[src/rtl/video_timing_pkg.sv]
// 720p60 raster constants, RGB888 colour constants and the colour-bar lookup.
// Latency: none (constants and a pure function).
// Backpressure: none; shared by the timing generator and the colour stage.
package video_timing_pkg;

    typedef logic [10:0] pix_coord_t;

    // 720p60 raster, pixel clocks / lines
    localparam pix_coord_t H_SYNC_720P  = 11'd40;
    localparam pix_coord_t H_BACK_720P  = 11'd220;
    localparam pix_coord_t H_DISP_720P  = 11'd1280;
    localparam pix_coord_t H_FRONT_720P = 11'd110;
    localparam pix_coord_t H_TOTAL_720P = 11'd1650;
    localparam pix_coord_t V_SYNC_720P  = 11'd5;
    localparam pix_coord_t V_BACK_720P  = 11'd20;
    localparam pix_coord_t V_DISP_720P  = 11'd720;
    localparam pix_coord_t V_FRONT_720P = 11'd5;
    localparam pix_coord_t V_TOTAL_720P = 11'd750;

    // RGB888 colours
    localparam logic [23:0] RGB_WHITE   = 24'hFFFFFF;
    localparam logic [23:0] RGB_YELLOW  = 24'hFFFF00;
    localparam logic [23:0] RGB_CYAN    = 24'h00FFFF;
    localparam logic [23:0] RGB_GREEN   = 24'h00FF00;
    localparam logic [23:0] RGB_MAGENTA = 24'hFF00FF;
    localparam logic [23:0] RGB_RED     = 24'hFF0000;
    localparam logic [23:0] RGB_BLUE    = 24'h0000FF;
    localparam logic [23:0] RGB_BLACK   = 24'h000000;

    // Colour of bar idx in the 8-bar pattern; anything past bar 6 is black.
    function automatic logic [23:0] bar_colour(input pix_coord_t idx);
        logic [23:0] c;
        case (idx)
            11'd0:   c = RGB_WHITE;
            11'd1:   c = RGB_YELLOW;
            11'd2:   c = RGB_CYAN;
            11'd3:   c = RGB_GREEN;
            11'd4:   c = RGB_MAGENTA;
            11'd5:   c = RGB_RED;
            11'd6:   c = RGB_BLUE;
            default: c = RGB_BLACK;
        endcase
        return c;
    endfunction

endpackage

[src/rtl/video_axis_counter.sv]
// Wrapping raster axis counter: counts 0..MAX-1 while en is high.
// Latency: cnt moves on the enabled edge; wrap is combinational (en && cnt==MAX-1).
// Backpressure: none; en is a plain count enable, clear a synchronous restart.
module video_axis_counter
    import video_timing_pkg::*;
#(
    parameter pix_coord_t MAX = H_TOTAL_720P
) (
    input  logic        pixel_clk,
    input  logic        rst_n,
    input  logic        en,
    input  logic        clear,
    output logic [10:0] cnt,
    output logic        wrap
);

    assign wrap = en && (cnt == MAX - 11'd1);

    // Count register: async reset, synchronous clear, wrap back to 0 after MAX-1.
    always_ff @(posedge pixel_clk or negedge rst_n) begin
        if (!rst_n) begin
            cnt <= '0;
        end else if (clear || wrap) begin
            cnt <= '0;
        end else if (en) begin
            cnt <= cnt + 11'd1;
        end
    end

endmodule

[src/rtl/video_timing_gen.sv]
// 720p60 raster timing generator; requests pixels one clock early and emits hs/vs/de/rgb.
// Latency: request at t, colour stage registers at t+1, rgb/de out at t+2; hs/vs/de 1 clk after counters.
// Backpressure: none, free-running raster. Optional test pattern (tp_sel) with macro VIDEO_TPG_EN.
module video_timing_gen
    import video_timing_pkg::*;
#(
    parameter pix_coord_t H_SYNC  = H_SYNC_720P,
    parameter pix_coord_t H_BACK  = H_BACK_720P,
    parameter pix_coord_t H_DISP  = H_DISP_720P,
    parameter pix_coord_t H_FRONT = H_FRONT_720P,
    parameter pix_coord_t V_SYNC  = V_SYNC_720P,
    parameter pix_coord_t V_BACK  = V_BACK_720P,
    parameter pix_coord_t V_DISP  = V_DISP_720P,
    parameter pix_coord_t V_FRONT = V_FRONT_720P,
    parameter logic       HS_POL  = 1'b1,
    parameter logic       VS_POL  = 1'b1
) (
    input  logic        pixel_clk,
    input  logic        sys_rst_n,
`ifdef VIDEO_TPG_EN
    input  logic        tp_sel,
`endif
    input  logic [23:0] pixel_data,
    output logic [10:0] pixel_xpos,
    output logic [10:0] pixel_ypos,
    output logic        data_req,
    output logic        video_hs,
    output logic        video_vs,
    output logic        video_de,
    output logic [23:0] video_rgb,
    output logic        frame_start
);

    // Totals are derived from the four regions so they can never disagree.
    localparam pix_coord_t H_TOTAL = H_SYNC + H_BACK + H_DISP + H_FRONT;
    localparam pix_coord_t V_TOTAL = V_SYNC + V_BACK + V_DISP + V_FRONT;
    localparam pix_coord_t H_ACT   = H_SYNC + H_BACK;
    localparam pix_coord_t H_END   = H_ACT + H_DISP;
    localparam pix_coord_t V_ACT   = V_SYNC + V_BACK;
    localparam pix_coord_t V_END   = V_ACT + V_DISP;

    pix_coord_t  cnt_h;
    pix_coord_t  cnt_v;
    logic        h_wrap;
    logic        v_wrap;
    logic        origin;
    logic        hs_c;
    logic        vs_c;
    logic        v_act;
    logic        act_c;
    logic [23:0] src_rgb;

    video_axis_counter #(.MAX(H_TOTAL)) u_cnt_h (
        .pixel_clk (pixel_clk),
        .rst_n     (sys_rst_n),
        .en        (1'b1),
        .clear     (1'b0),
        .cnt       (cnt_h),
        .wrap      (h_wrap)
    );

    video_axis_counter #(.MAX(V_TOTAL)) u_cnt_v (
        .pixel_clk (pixel_clk),
        .rst_n     (sys_rst_n),
        .en        (h_wrap),
        .clear     (1'b0),
        .cnt       (cnt_v),
        .wrap      (v_wrap)
    );

    // origin is high exactly while the counters sit at (0,0): set by reset and
    // by the frame wrap, so frame_start needs no 22-bit compare.
    always_ff @(posedge pixel_clk or negedge sys_rst_n) begin
        if (!sys_rst_n) begin
            origin <= 1'b1;
        end else begin
            origin <= v_wrap;
        end
    end

    assign hs_c  = cnt_h < H_SYNC;
    assign vs_c  = cnt_v < V_SYNC;
    assign v_act = (cnt_v >= V_ACT) && (cnt_v < V_END);
    assign act_c = v_act && (cnt_h >= H_ACT) && (cnt_h < H_END);

    // Requests run one clock ahead of the active window to cover the colour stage register.
    assign data_req   = v_act && (cnt_h >= H_ACT - 11'd1) && (cnt_h < H_END - 11'd1);
    assign pixel_xpos = data_req ? (cnt_h - (H_ACT - 11'd1)) : 11'd0;
    assign pixel_ypos = v_act ? (cnt_v - V_ACT) : 11'd0;

`ifdef VIDEO_TPG_EN
    localparam pix_coord_t BAR_W = H_DISP >> 3;

    logic        tp_mode;
    logic [23:0] tp_rgb;

    // Pattern select is taken only at the frame origin so a frame is never mixed.
    always_ff @(posedge pixel_clk or negedge sys_rst_n) begin
        if (!sys_rst_n) begin
            tp_mode <= 1'b0;
        end else if (origin) begin
            tp_mode <= tp_sel;
        end
    end

    // Bar colour registered one clock after the request, like the external colour stage.
    always_ff @(posedge pixel_clk or negedge sys_rst_n) begin
        if (!sys_rst_n) begin
            tp_rgb <= '0;
        end else begin
            tp_rgb <= bar_colour(pixel_xpos / BAR_W);
        end
    end

    assign src_rgb = tp_mode ? tp_rgb : pixel_data;
`else
    assign src_rgb = pixel_data;
`endif

    // Output stage: every video output comes straight from a flop.
    always_ff @(posedge pixel_clk or negedge sys_rst_n) begin
        if (!sys_rst_n) begin
            video_hs    <= ~HS_POL;
            video_vs    <= ~VS_POL;
            video_de    <= 1'b0;
            video_rgb   <= '0;
            frame_start <= 1'b0;
        end else begin
            video_hs    <= hs_c ? HS_POL : ~HS_POL;
            video_vs    <= vs_c ? VS_POL : ~VS_POL;
            video_de    <= act_c;
            video_rgb   <= act_c ? src_rgb : 24'd0;
            frame_start <= origin;
        end
    end

endmodule

[config.mk]
export PLATFORM = sky130hd
export DESIGN_NAME = video_timing_gen
export DESIGN_NICKNAME = d
export VERILOG_FILES = /design/src/rtl/video_timing_pkg.sv /design/src/rtl/video_axis_counter.sv /design/src/rtl/video_timing_gen.sv
export SDC_FILE = /design/constraint.sdc
export NUM_CORES = 1
export LEC_CHECK = 0
export ABC_AREA = 1
export BUFFER_PORTS_ARGS = -buffer_cell sky130_fd_sc_hd__buf_2
export CORE_MARGIN = 2
export CORE_UTILIZATION = 54
export CTS_BUF_LIST = sky130_fd_sc_hd__clkbuf_8 sky130_fd_sc_hd__clkbuf_16
export DETAILED_ROUTE_END_ITERATION = 10
export PLACE_DENSITY = 0.84
export SYNTH_ARGS = -nofsm -noshare
export SYNTH_HDL_FRONTEND = slang
export SYNTH_SLANG_ARGS = --single-unit
[constraint.sdc]
create_clock -name pixel_clk -period 2.1 [get_ports pixel_clk]
set_clock_uncertainty 0.1 [all_clocks]
set_input_delay 0.315 -clock pixel_clk [delete_from_list [all_inputs] [get_ports pixel_clk]]
set_output_delay 0.315 -clock pixel_clk [all_outputs]
set_load 0.005 [all_outputs]
==> results of run 1 <==
==> critical path, delay by kind of cell (launching register included) <==
family,cells,cell delay [ns]
buffers and inverters,3,0.45
flip-flops,1,0.41
AND/OR/NAND/NOR,8,0.73
==> sequential cells by signal, indices dropped and copies added (netlist names) <==
name,flops
frame_start,1
origin,1
u_cnt_h.cnt,11
u_cnt_v.cnt,11
video_de,1
video_hs,1
video_rgb,24
video_vs,1
==> per-layer routing <==
layer	vias up	wire (um)	GRT usage, %
met3	28	539	4.94
li1	1452	-	-
met5	-	0	0
met2	145	4840	47.8
met1	1508	3350	32.6
met4	0	217	12.7
==> final cells by class <==
type,count,area [um2]
Multi-Input combinational cell,260,1710
Fill cell,385,1320
Sequential cell,51,1290
Timing Repair Buffer,127,815
Inverter,63,249
Tap cell,72,90.1
Clock buffer,5,68.8
Clock inverter,3,26.3
==> cells in the final DEF (no fill, tap or decap), types with 4 or more instances in the layout <==
master    instances
nand4_1           8
nor2_4           14
nand2_2          14
nor2_2           18
a21oi_2           4
dfrtp_1          39
nand3_1          27
inv_1            49
buf_4            44
inv_2             9
a21oi_1           5
nand2_1          49
nand3_2           5
o21ai_1           4
nor3_1            8
dfrtp_2          11
xor2_1           22
buf_2            76
nor3_2           25
o21ai_0           7
nor2_1           35
clkbuf_8          5
==> cell usage after synthesis (all sizes together) <==
cell / count / area, um2
or2: 2 / 12.5
dfrtp: 50 / 1250
nor3: 33 / 270
buf: 13 / 115
inv: 61 / 229
nand2: 63 / 257
o211ai: 1 / 7.51
a21oi: 10 / 57.6
xor2: 22 / 193
nand4: 9 / 62.6
nand3: 33 / 193
clkinv: 2 / 8.75
nand3b: 1 / 7.51
dfstp: 1 / 26.3
ha: 5 / 62.6
nor2: 67 / 312
xnor2: 1 / 8.76
o21ai: 12 / 63.8
==> cells by family (layout without fill, tap and decap cells) <==
kind of cell	after synthesis	in the layout	share of synthesized area (%)
AOI/OAI and AO/OA	23	23	4.11
xor gates and xnor gates	23	23	6.42
adders and majority gates	5	5	1.99
buffers and inverters	76	198	11.2
DFF	51	51	40.7
and+or+nand+nor	208	209	35.5
==> worst max path at each step <==
stage / to / start / slack, ns / depth (start not counted)
6_report: pixel_xpos[9] / u_cnt_v.cnt[1]$_DFFE_PN0P_ / -0.22 / 11
5_1_grt: pixel_xpos[9] / u_cnt_v.cnt[1]$_DFFE_PN0P_ / -0.29 / 12
4_1_cts: pixel_xpos[1] / u_cnt_v.cnt[1]$_DFFE_PN0P_ / -0.18 / 11
3_5_place_dp: pixel_xpos[1] / u_cnt_v.cnt[1]$_DFFE_PN0P_ / 0.08 / 12
3_3_place_gp: pixel_xpos[0] / u_cnt_v.cnt[5]$_DFFE_PN0P_ / 0.08 / 11
2_1_floorplan: pixel_xpos[1] / u_cnt_v.cnt[1]$_DFFE_PN0P_ / 0.28 / 11
==> power by group through the flow <==
stage / sequential, mW / clock (mW) / combinational [mW]
6_report: 0.981 / 0.614 / 0.0609
5_1_grt: 0.982 / 0.667 / 0.0687
4_1_cts: 0.981 / 0.619 / 0.0620
3_5_place_dp: 1.00 / 0 / 0.0604
3_3_place_gp: 1.00 / 0 / 0.0587
2_1_floorplan: 1.00 / 0 / 0.0120
==> what timing repair did <==
| item | in CTS | in global routing |
|---|---|---|
| resized for setup | 43 | 31 |
| cloned | 2 | 0 |
| setup endpoints to repair | 23 | 45 |
| hold buffers | 1 | 0 |
| pin swaps | 13 | 13 |
| hold endpoints to repair | 50 | 0 |
| setup buffers | 34 | 7 |
==> flow_summary.toml, run 1 <==
[timing]
layout_min_cycle_time_ns = 2.32
fmax_ghz = 0.430
finalSetupViolCount = 23
slew_viol_final = 0
worstMarginPinSlew_ns = 0.483
finalSetupTns_ns = -3.96
relSlewSlack_pct = 67.6
setup_ws_ns = -0.223
fin_hold_ws_ns = 0.109
hold_violations = 0
post-route-period-util_pct = 111
rsz0062_at_grt = "yes"

[worst_setup_path]
endpoint_kind = "output port"
regToRegEndpoint = "video_rgb[23]$_DFF_PN0_"
cpMostUsedCell = "nand2_2"
cp_max_fo = 6
reg2reg_depth = 12
worstPathCellList = "buf_4, nor2_4, nand2_2, nand2_2, nand2_2, nor2_2, nor2_2, nand3_2, buf_6, nor2_4, buf_2"
required_ns = 1.68
reg2reg_from = "u_cnt_v.cnt[1]$_DFFE_PN0P_"
slowest_delay_ns = 0.41
crit_arrival_ns = 1.91
critPathLaunchType = "flip-flop"
r2r_slack_ns = 0.02
cpMaxStageDelayCell = "dfrtp_1"
worst-setup-path-type = "flip-flop to output port"

[synthesis]
postSynthAreaPerCell_um2 = 8.13
ys_seq_elements = 51
yosys_warnings = 0
synth_nets = 417
synth.distinct_cells = 31
ys_seq_area_share_pct = 40.7
synthCells = 386
syn_area_um2 = 3140

[floorplanning]
die_x_um = 80.2
start_util_pct = 56.3
dieArea_um2 = 6430
io_pins = 77
die_y_um = 80.2
core_um2 = 5570
std_cell_rows = 27

[status]
status = "finished with violations"
violations = "setup timing"

[cells_and_area]
diodes = 0
final_nets = 539
drive_above_1_share_pct = 48.7
syn2layout_area_growth_pct = 35.5
fin_util_pct = 76.3
instances_no_fill = 581
final_cell_area_um2 = 4250

[place]
dpl_cell_area_um2 = 3610
dpl.cell_count = 532
dpl.hpwl_um = 5330
placement.io_buffers = 76
gp_congestion = 0.981
place_ws_ns = 0.0792

[routing]
wl_per_cell_um = 15.4
wirelength_um = 8950
ant_nets = 0
drt_iter0_markers = 268
route.detailed.drc = 0
vias = 3133
dr.pass1.iters = 5
viasPerCell = 5.39

[power]
internal-power_mw = 1.25
sw_frac_of_total_pct = 24.4
ir_drop_uv = 422
leakage_nw = 2.29
p_seq_share_pct = 59.3
p_sw_mw = 0.403
power.share.clock_pct = 37.1
total_power_mw = 1.66
p_comb_share_pct = 3.7
powerDensity_nw_per_um2 = 389

[worst_hold_path]
hold_end = "video_rgb[0]$_DFF_PN0_"
min_from = "pixel_data[0]"
min_path_type = "input pin to flip-flop"
min_path_cells = 3

[global_route]
grt_pass1_wl_um = 13600
grt_max_degree = 52
grt_usage_pct = 27.4
gr-total-overflow = 0
grt_pass1_vias = 2960
antenna_found_initial = 0

[cts]
clk_pin_slew_ns = 0.10
ctsHtreeMaxLevel = 2
cts-root-buf = "clkbuf_8"
cts_max_path_buffers = 2
cts_tree = "yes"
numCtsBuffers = 5
clock_sinks = 51
clkLatencyLatePin_ns = 0.31

[flow_run]
maxCapViolCount = 0
No activity file was read; power rests on OpenSTA's default activity.
==> run 2, diff against run 1 <==
CORE_UTILIZATION = 55   (was 54)
PLACE_DENSITY = 0.85   (was 0.84)
clock period = 2.8 ns   (was 2.1 ns; I/O delays follow)
==> flow_summary.toml, run 2 (same netlist as run 1, synthesis figures left out) <==
[worst_setup_path]
crit_arrival_ns = 2.06
endpoint_kind = "output port"
critPathLaunchType = "flip-flop"
required_ns = 2.28
cp_max_fo = 12
worst-setup-path-type = "flip-flop to output port"

[cts]
cts_max_path_buffers = 2
cts_setup_buffers = 0
cts-root-buf = "clkbuf_8"
cts_tree = "yes"
numCtsBuffers = 5
clk_pin_slew_ns = 0.09
clock_sinks = 51
clkLatencyLatePin_ns = 0.30
ctsHtreeMaxLevel = 2

[routing]
wl_per_cell_um = 12.9
vias = 2685
drt_iter0_markers = 153
viasPerCell = 5.05
ant_nets = 0
wirelength_um = 6870
dr.pass1.iters = 5
route.detailed.drc = 0

[cells_and_area]
fillers = 469
drive_above_1_share_pct = 33.3
final_cell_mix = "buf_2, nand2_1, inv_1"
final_common_cell = "buf_2"
final_nets = 490
ff_latch_area_um2 = 1280
syn2layout_area_growth_pct = 16.0
multi_input_area_um2 = 1510
largest_register_ffs = 24
reg_top3 = "video_rgb x24, u_cnt_h.cnt x11, u_cnt_v.cnt x11"
max_flop_register = "video_rgb"
diodes = 0

[timing]
fmax_ghz = 0.388
worstMarginPinSlew_ns = 0.691
finalSetupTns_ns = 0
layout_min_cycle_time_ns = 2.58
relSlewSlack_pct = 53.8
rsz0062_at_grt = "no"
post-route-period-util_pct = 92.2
slew_viol_final = 0
hold_violations = 0
finalSetupViolCount = 0

[worst_hold_path]
min_path_type = "input pin to flip-flop"

[place]
dpl.hpwl_um = 5180
placement.io_buffers = 76
gp_congestion = 0.925

[power]
powerDensity_nw_per_um2 = 355
leakage_nw = 2.02
ir_drop_uv = 247
total_power_mw = 1.29

[floorplanning]
core_um2 = 5510
std_cell_rows = 27
start_util_pct = 57.0
dieArea_um2 = 6320
die_y_um = 79.5
io_pins = 77
die_x_um = 79.5

[status]
status = "completed"

[global_route]
grt_max_degree = 42
gr-total-overflow = 0
antenna_found_initial = 0
grt_usage_pct = 22.6
grt_pass1_wl_um = 11300
grt_pass1_vias = 2540

[flow_run]
maxCapViolCount = 0
[run 2: changes by cell type in the layout (fill, tap and decap cells not counted), sizes merged]
cell and delta:
buf -48, bufinv +1, clkinv -1, clkinvlp +1, inv -1, nand3 -1
[run 2: per-layer routing]
metal  part of all wire, %  track usage, %  vias to the layer above
met5                     0               0                        -
met4                  0.89            5.52                        0
met3                   4.2            3.17                        6
met2                    54            42.0                       65
met1                    41            27.5                     1258
li1                      -               -                     1356
[run 2: final timing paths]
kind / depth (start not counted) / startpoint / endpoint / slack, ns
worst max-delay path: 11 / u_cnt_v.cnt[1]$_DFFE_PN0P_ / pixel_xpos[10] / 0.22
max in group asynchronous: 3 / sys_rst_n / u_cnt_v.cnt[1]$_DFFE_PN0P_ / 1.44
worst min-delay path: 3 / pixel_data[2] / video_rgb[2]$_DFF_PN0_ / 0.23
min in group asynchronous: 2 / sys_rst_n / video_rgb[8]$_DFF_PN0_ / 0.39
worst max register to register: 5 / u_cnt_h.cnt[8]$_DFF_PN0_ / video_rgb[2]$_DFF_PN0_ / 0.84
worst min register to register: 0 / origin$_DFF_PN1_ / frame_start$_DFF_PN0_ / 0.29
[run 2: final cells by class]
type	instances	share of cell area [%]
clock buffer	5	1.89
tap	72	2.48
timing repair buffer	79	11.1
clock inverter	3	1.27
sequential	51	35.1
multi-input combinational	259	41.6
inverter	63	6.53
[run 2: repair_timing]
action | 4_1_cts | 5_1_grt
endpoints found under the setup margin | 0 | 11
resized for setup | 0 | 1
hold buffers | 1 | 0
endpoints found under the hold margin | 10 | 0
[run 2: metrics by stage]
| step | setup slack (ns) | std cells | util [%] | instance area, um2 | hold WS (ns) |
|---|---|---|---|---|---|
| global placement | 0.540 | 523 | 63.7 | 3510 | 0.188 |
| global route | 0.0291 | 532 | 66.1 | 3640 | 0.210 |
| finish | 0.220 | 532 | 66.1 | 3640 | 0.226 |
| floorplan | 0.877 | 386 | - | 3140 | 0.0244 |
| CTS | 0.133 | 532 | 66.0 | 3630 | 0.221 |
| detailed placement | 0.474 | 523 | 63.7 | 3510 | 0.190 |
[run 2: power by group]
group	internal (mW)	switching (mW)	leakage (nW)
clock	0.269	0.245	0.0548
combinational	0.0166	0.0259	1.27
sequential	0.736	0	0.689
[run 2: critical path: stages (launching register included)]
cell	delay (ns)
dfrtp_1	0.43
inv_1	0.13
ha_1	0.20
nand2_1	0.07
nor2_1	0.08
nand2_1	0.09
nand2_1	0.07
nor2_1	0.04
nor2_2	0.19
nand3_4	0.21
nor2_1	0.14
buf_2	0.12
